$ cat src/rtl/trip_timer.sv
// rtl/trip_timer.sv - taxi meter elapsed-time counter (h:m:s) with run/pause FSM
// Prescaler turns clk into 1 s steps; cascade s->m->h with wrap or saturate on overflow.
module trip_timer #(
  parameter int CLK_HZ   = 50_000_000,
  parameter int SEC_MAX  = 60,
  parameter int MIN_MAX  = 60,
  parameter int HR_MAX   = 24,
  parameter int SATURATE = 0
) (
  input  logic       clk,
  input  logic       sys_reset_n,
  input  logic       start,
  input  logic       stop,
  input  logic       hold,
  input  logic       clr,
  output logic [5:0] data_s,
  output logic [5:0] data_m,
  output logic [4:0] data_h,
  output logic       tick_1s,
  output logic       tick_1m,
  output logic       running,
  output logic       ovf
);

  localparam int              PW     = (CLK_HZ > 1) ? $clog2(CLK_HZ) : 1;
  localparam logic [PW-1:0]   P_LAST = PW'(CLK_HZ - 1);
  localparam logic [5:0]      S_LAST = 6'(SEC_MAX - 1);
  localparam logic [5:0]      M_LAST = 6'(MIN_MAX - 1);
  localparam logic [4:0]      H_LAST = 5'(HR_MAX - 1);

  typedef enum logic [1:0] {IDLE, RUN, PAUSE} state_t;

  state_t        state_q, state_d;
  logic [PW-1:0] pre_q, pre_d;
  logic [5:0]    sec_q, sec_d, min_q, min_d;
  logic [4:0]    hr_q, hr_d;
  logic          tick_1s_q, tick_1s_d, tick_1m_q, tick_1m_d;
  logic          running_q, running_d, ovf_q, ovf_d;
  logic          frozen, advance, sec_tick;

  always_comb begin
    state_d = state_q;
    if (stop) begin
      state_d = IDLE;
    end else begin
      case (state_q)
        IDLE:    if (start) state_d = RUN;
        RUN:     if (hold)  state_d = PAUSE;
        PAUSE:   if (!hold) state_d = RUN;
        default: state_d = IDLE;
      endcase
    end
  end

  // A saturated counter stays pinned at max until clr, so nothing advances.
  always_comb begin
    frozen    = (SATURATE != 0) && ovf_q;
    advance   = (state_q == RUN) && !stop && !clr && !frozen;
    sec_tick  = advance && (pre_q == P_LAST);
    running_d = (state_d == RUN);
    pre_d     = pre_q;
    sec_d     = sec_q;
    min_d     = min_q;
    hr_d      = hr_q;
    ovf_d     = ovf_q;
    tick_1s_d = 1'b0;
    tick_1m_d = 1'b0;
    if (clr) begin
      pre_d = '0;
      sec_d = '0;
      min_d = '0;
      hr_d  = '0;
      ovf_d = 1'b0;
    end else begin
      if (state_d == IDLE) begin
        pre_d = '0;
      end else if (advance) begin
        pre_d = sec_tick ? '0 : pre_q + PW'(1);
      end
      if (sec_tick) begin
        if (sec_q != S_LAST) begin
          sec_d     = sec_q + 6'd1;
          tick_1s_d = 1'b1;
        end else if (min_q != M_LAST) begin
          sec_d     = '0;
          min_d     = min_q + 6'd1;
          tick_1s_d = 1'b1;
          tick_1m_d = 1'b1;
        end else if (hr_q != H_LAST) begin
          sec_d     = '0;
          min_d     = '0;
          hr_d      = hr_q + 5'd1;
          tick_1s_d = 1'b1;
          tick_1m_d = 1'b1;
        end else begin
          ovf_d = 1'b1;
          if (SATURATE == 0) begin
            sec_d     = '0;
            min_d     = '0;
            hr_d      = '0;
            tick_1s_d = 1'b1;
            tick_1m_d = 1'b1;
          end
        end
      end
    end
  end

  always_ff @(posedge clk or negedge sys_reset_n) begin
    if (!sys_reset_n) begin
      state_q   <= IDLE;
      pre_q     <= '0;
      sec_q     <= '0;
      min_q     <= '0;
      hr_q      <= '0;
      tick_1s_q <= 1'b0;
      tick_1m_q <= 1'b0;
      running_q <= 1'b0;
      ovf_q     <= 1'b0;
    end else begin
      state_q   <= state_d;
      pre_q     <= pre_d;
      sec_q     <= sec_d;
      min_q     <= min_d;
      hr_q      <= hr_d;
      tick_1s_q <= tick_1s_d;
      tick_1m_q <= tick_1m_d;
      running_q <= running_d;
      ovf_q     <= ovf_d;
    end
  end

  assign data_s  = sec_q;
  assign data_m  = min_q;
  assign data_h  = hr_q;
  assign tick_1s = tick_1s_q;
  assign tick_1m = tick_1m_q;
  assign running = running_q;
  assign ovf     = ovf_q;

endmodule
$ cat config.mk
export PLATFORM = sky130hd
export DESIGN_NAME = trip_timer
export DESIGN_NICKNAME = d
export VERILOG_FILES = /design/src/rtl/trip_timer.sv
export SDC_FILE = /design/constraint.sdc
export NUM_CORES = 1
export LEC_CHECK = 0
export BUFFER_PORTS_ARGS = -buffer_cell sky130_fd_sc_hd__buf_2
export CAP_MARGIN = 40
export CORE_ASPECT_RATIO = 0.9
export CORE_MARGIN = 3
export CORE_UTILIZATION = 35
export CTS_CLUSTER_SIZE = 28
export DETAILED_ROUTE_END_ITERATION = 7
export SYNTH_ARGS = -nofsm -noshare
export SYNTH_HDL_FRONTEND = slang
export SYNTH_SLANG_ARGS = --single-unit
$ cat constraint.sdc
create_clock -name clk -period 2.3 [get_ports clk]
set_input_delay 0.575 -clock clk [delete_from_list [all_inputs] [get_ports clk]]
set_output_delay 0.575 -clock clk [all_outputs]
set_load 0.02 [all_outputs]
==> qor.csv <==
metric;value;unit
status;finished, final reports clean;
Lkg Pwr;1.345;nW
flop-to-flop setup slack;0.19;ns
Placed Instances;399;
post-synthesis register bit count;49;
post-place setup slack;-0.1359;ns
first drt pass iteration count;4;
YS warnings;0;
crit path setup slack, layout;0.1911;ns
Routed WL;5.383;mm
first-pass GRT wire length;9.370;mm
Fill cells;674;
CP max FO;13;
Setup CP Type;reg2reg;
Finished Core Util;0.4418;
Clk pin slew, worst setup/hold paths;0.10;ns
# IOs;27;
fin cells;407;
Fin. Hold Viols;0;
Initial DRC Count;65;
Startpoint Class;register;
Post-CTS Hold Buffers;0;
Core ar.;6832;sq um
CTS tree;built;
die width;96.00;microns
peak supply drop;0.3078;mV
average size of a mapped cell;9.484;sq um
PostCTS Resize Cnt;0;
row count;28;
ys async rst share;1.000;
syn_nets;280;
largest net degree at the start of global routing;27;
MaxCap Viol Count;0;
commonest non-fill, non-tap cell in the layout;dfrtp_1;
RR Startpoint;state_q[0];
initial antenna violation count;0;
Diodes inserted;0;
Synth area leaders;dfrtp_1 (48%), xor2_1 (6.5%), nor2_1 (5.9%), nand4_1 (3.7%), nand3_1 (3.1%);
synthesized area;2551;sq um
final setup vio count;0;
most frequent cells in the layout;dfrtp_1 (49), nor2_1 (40), buf_2 (26);
Max Root-Sink Buffers;2;
crit share post-route;0.9169;
RSZ-0062 raised after global routing;false;
largest area contributor in the netlist;dfrtp_1;
Power Dens Cells;483.7;nW/um^2
Slew Viols, Final;0;
nets;327;
DIE AREA;8351;sq um
Synth top area share;0.4806;
Post-synth EDFFs;0;
GRT Overall Usage;0.1427;
layout cell share with drive strength beyond 1;0.1924;
clock sink count;49;
reg2reg path depth;6;
vias per cell;5.059;
CP Capture Type;register;
port bufs;26;
DPL Wire Length;3.919;mm
DRC viols;0;
Yosys cell types;41;
R2R Path End;data_m[2];
H-tree Lvls;2;
Max Freq;0.4742;GHz
grt ovf;0;
Post-Route Skew;0.01003;ns
Slew HR;0.6571;
Main synth FF type;dfrtp_1;
number of global-route vias before repair;1969;
Avg WL per Cell;13.23;microns
Cells after Synth;269;
Hold/Removal Path Class;in2async;
Seq/Total Area, Yosys;0.4806;
Post-CTS Setup Inserts;0;
CTS Buf Count;5;
routability congestion estimate;0.7885;
die height;87.00;microns
worst slew pin tran;0.5144;ns
CTS root buffer;clkbuf_8;
crit path time final;2.109;ns
Worst-Skew Late Latency;0.31;ns
initial core utilization;0.3734;
via count;2059;
WP data arrival;2.34;ns
Antenna Violating Nets Remaining;0;
CP Data Required Time;2.54;ns
P&R area growth vs syn;18.29;%
## Yosys cell counts, types with 5 or more instances
cell / number
nor3_1: 6
o21ai_0: 10
xnor2_1: 7
inv_1: 8
dfrtp_1: 49
nor2b_1: 6
nand2_1: 20
ha_1: 5
nor2_1: 40
xor2_1: 19
and3_1: 5
nand3_1: 16
a21oi_1: 14
nand4_1: 15
## where the power goes
group	switching, mW	total (mW)	internal (mW)	leakage [nW]
combinational	0.0528	0.0802	0.0274	0.618
sequential	0.00357	0.868	0.865	0.683
clock	0.300	0.511	0.211	0.0439
total	0.357	1.46	1.10	1.34
## layout make-up
cell class / instances / area [sq um] / area share
Clock inverter: 3 / 17.52 / 0.005804
Clock buffer: 5 / 68.82 / 0.02280
Timing Repair Buffer: 46 / 292.8 / 0.09702
Inverter: 8 / 30.03 / 0.009950
Multi-Input combinational cell: 206 / 1270 / 0.4208
Tap cell: 90 / 112.6 / 0.03731
Sequential cell: 49 / 1226 / 0.4063
## per-stage QoR
stage                     hold slack, ns  instance area (sq um)  power [mW]  TNS [ns]
final                             0.2298                   3018       1.460         0
after global routing              0.2722                   3018       1.517         0
after CTS                         0.2444                   3018       1.484         0
after detailed placement          0.5253                   2932      0.9681   -0.3388
after global placement            0.5195                   2932      0.9674   -0.2221
after floorplan                   0.2794                   2551      0.9232         0
## worst max path at each step
stage / slack, ns / startpoint / to
2_1_floorplan: 0.1 / clr / data_s[2]
3_3_place_gp: -0.09 / clr / data_m[2]
3_5_place_dp: -0.14 / clr / data_m[2]
4_1_cts: 0.18 / state_q[0] / data_m[2]
5_1_grt: 0.07 / state_q[0] / data_m[2]
6_report: 0.19 / state_q[0] / data_m[2]
## layer usage
| metal | up-vias | wire length (microns) | global-route usage |
|---|---|---|---|
| li1 | 1048 | - | - |
| met1 | 972 | 2769 | 0.2076 |
| met2 | 30 | 2346 | 0.2069 |
| met3 | 9 | 160 | 0.02679 |
| met4 | 0 | 107 | 0.05943 |
| met5 | - | 0 | 0 |
## critical path, stage by stage (launching register included)
cell and delay [ns]:
dfrtp_1 0.43, or4b_4 0.50, nor3_1 0.23, nand4_1 0.12, buf_4 0.19, or4_1 0.39
a21oi_1 0.17
## flip-flops by register name, summed over array words and instances (netlist names)
name,count
running,1
tick_1s,1
data_m,6
data_h,5
ovf,1
state_q,2
tick_1m,1
data_s,6
pre_q,26
## logic make-up after synthesis
| logic type | count (synthesis) | synth area share |
|---|---|---|
| adders and majority gates | 5 | 0.02452 |
| muxes | 3 | 0.01177 |
| AOI/OAI and AO/OA | 38 | 0.09269 |
| xor gates and xnor gates | 26 | 0.08926 |
| DFF | 49 | 0.4806 |
| and+or+nand+nor | 134 | 0.2796 |
| buffers and inverters | 14 | 0.02158 |
(Power assumes the default switching activity.)
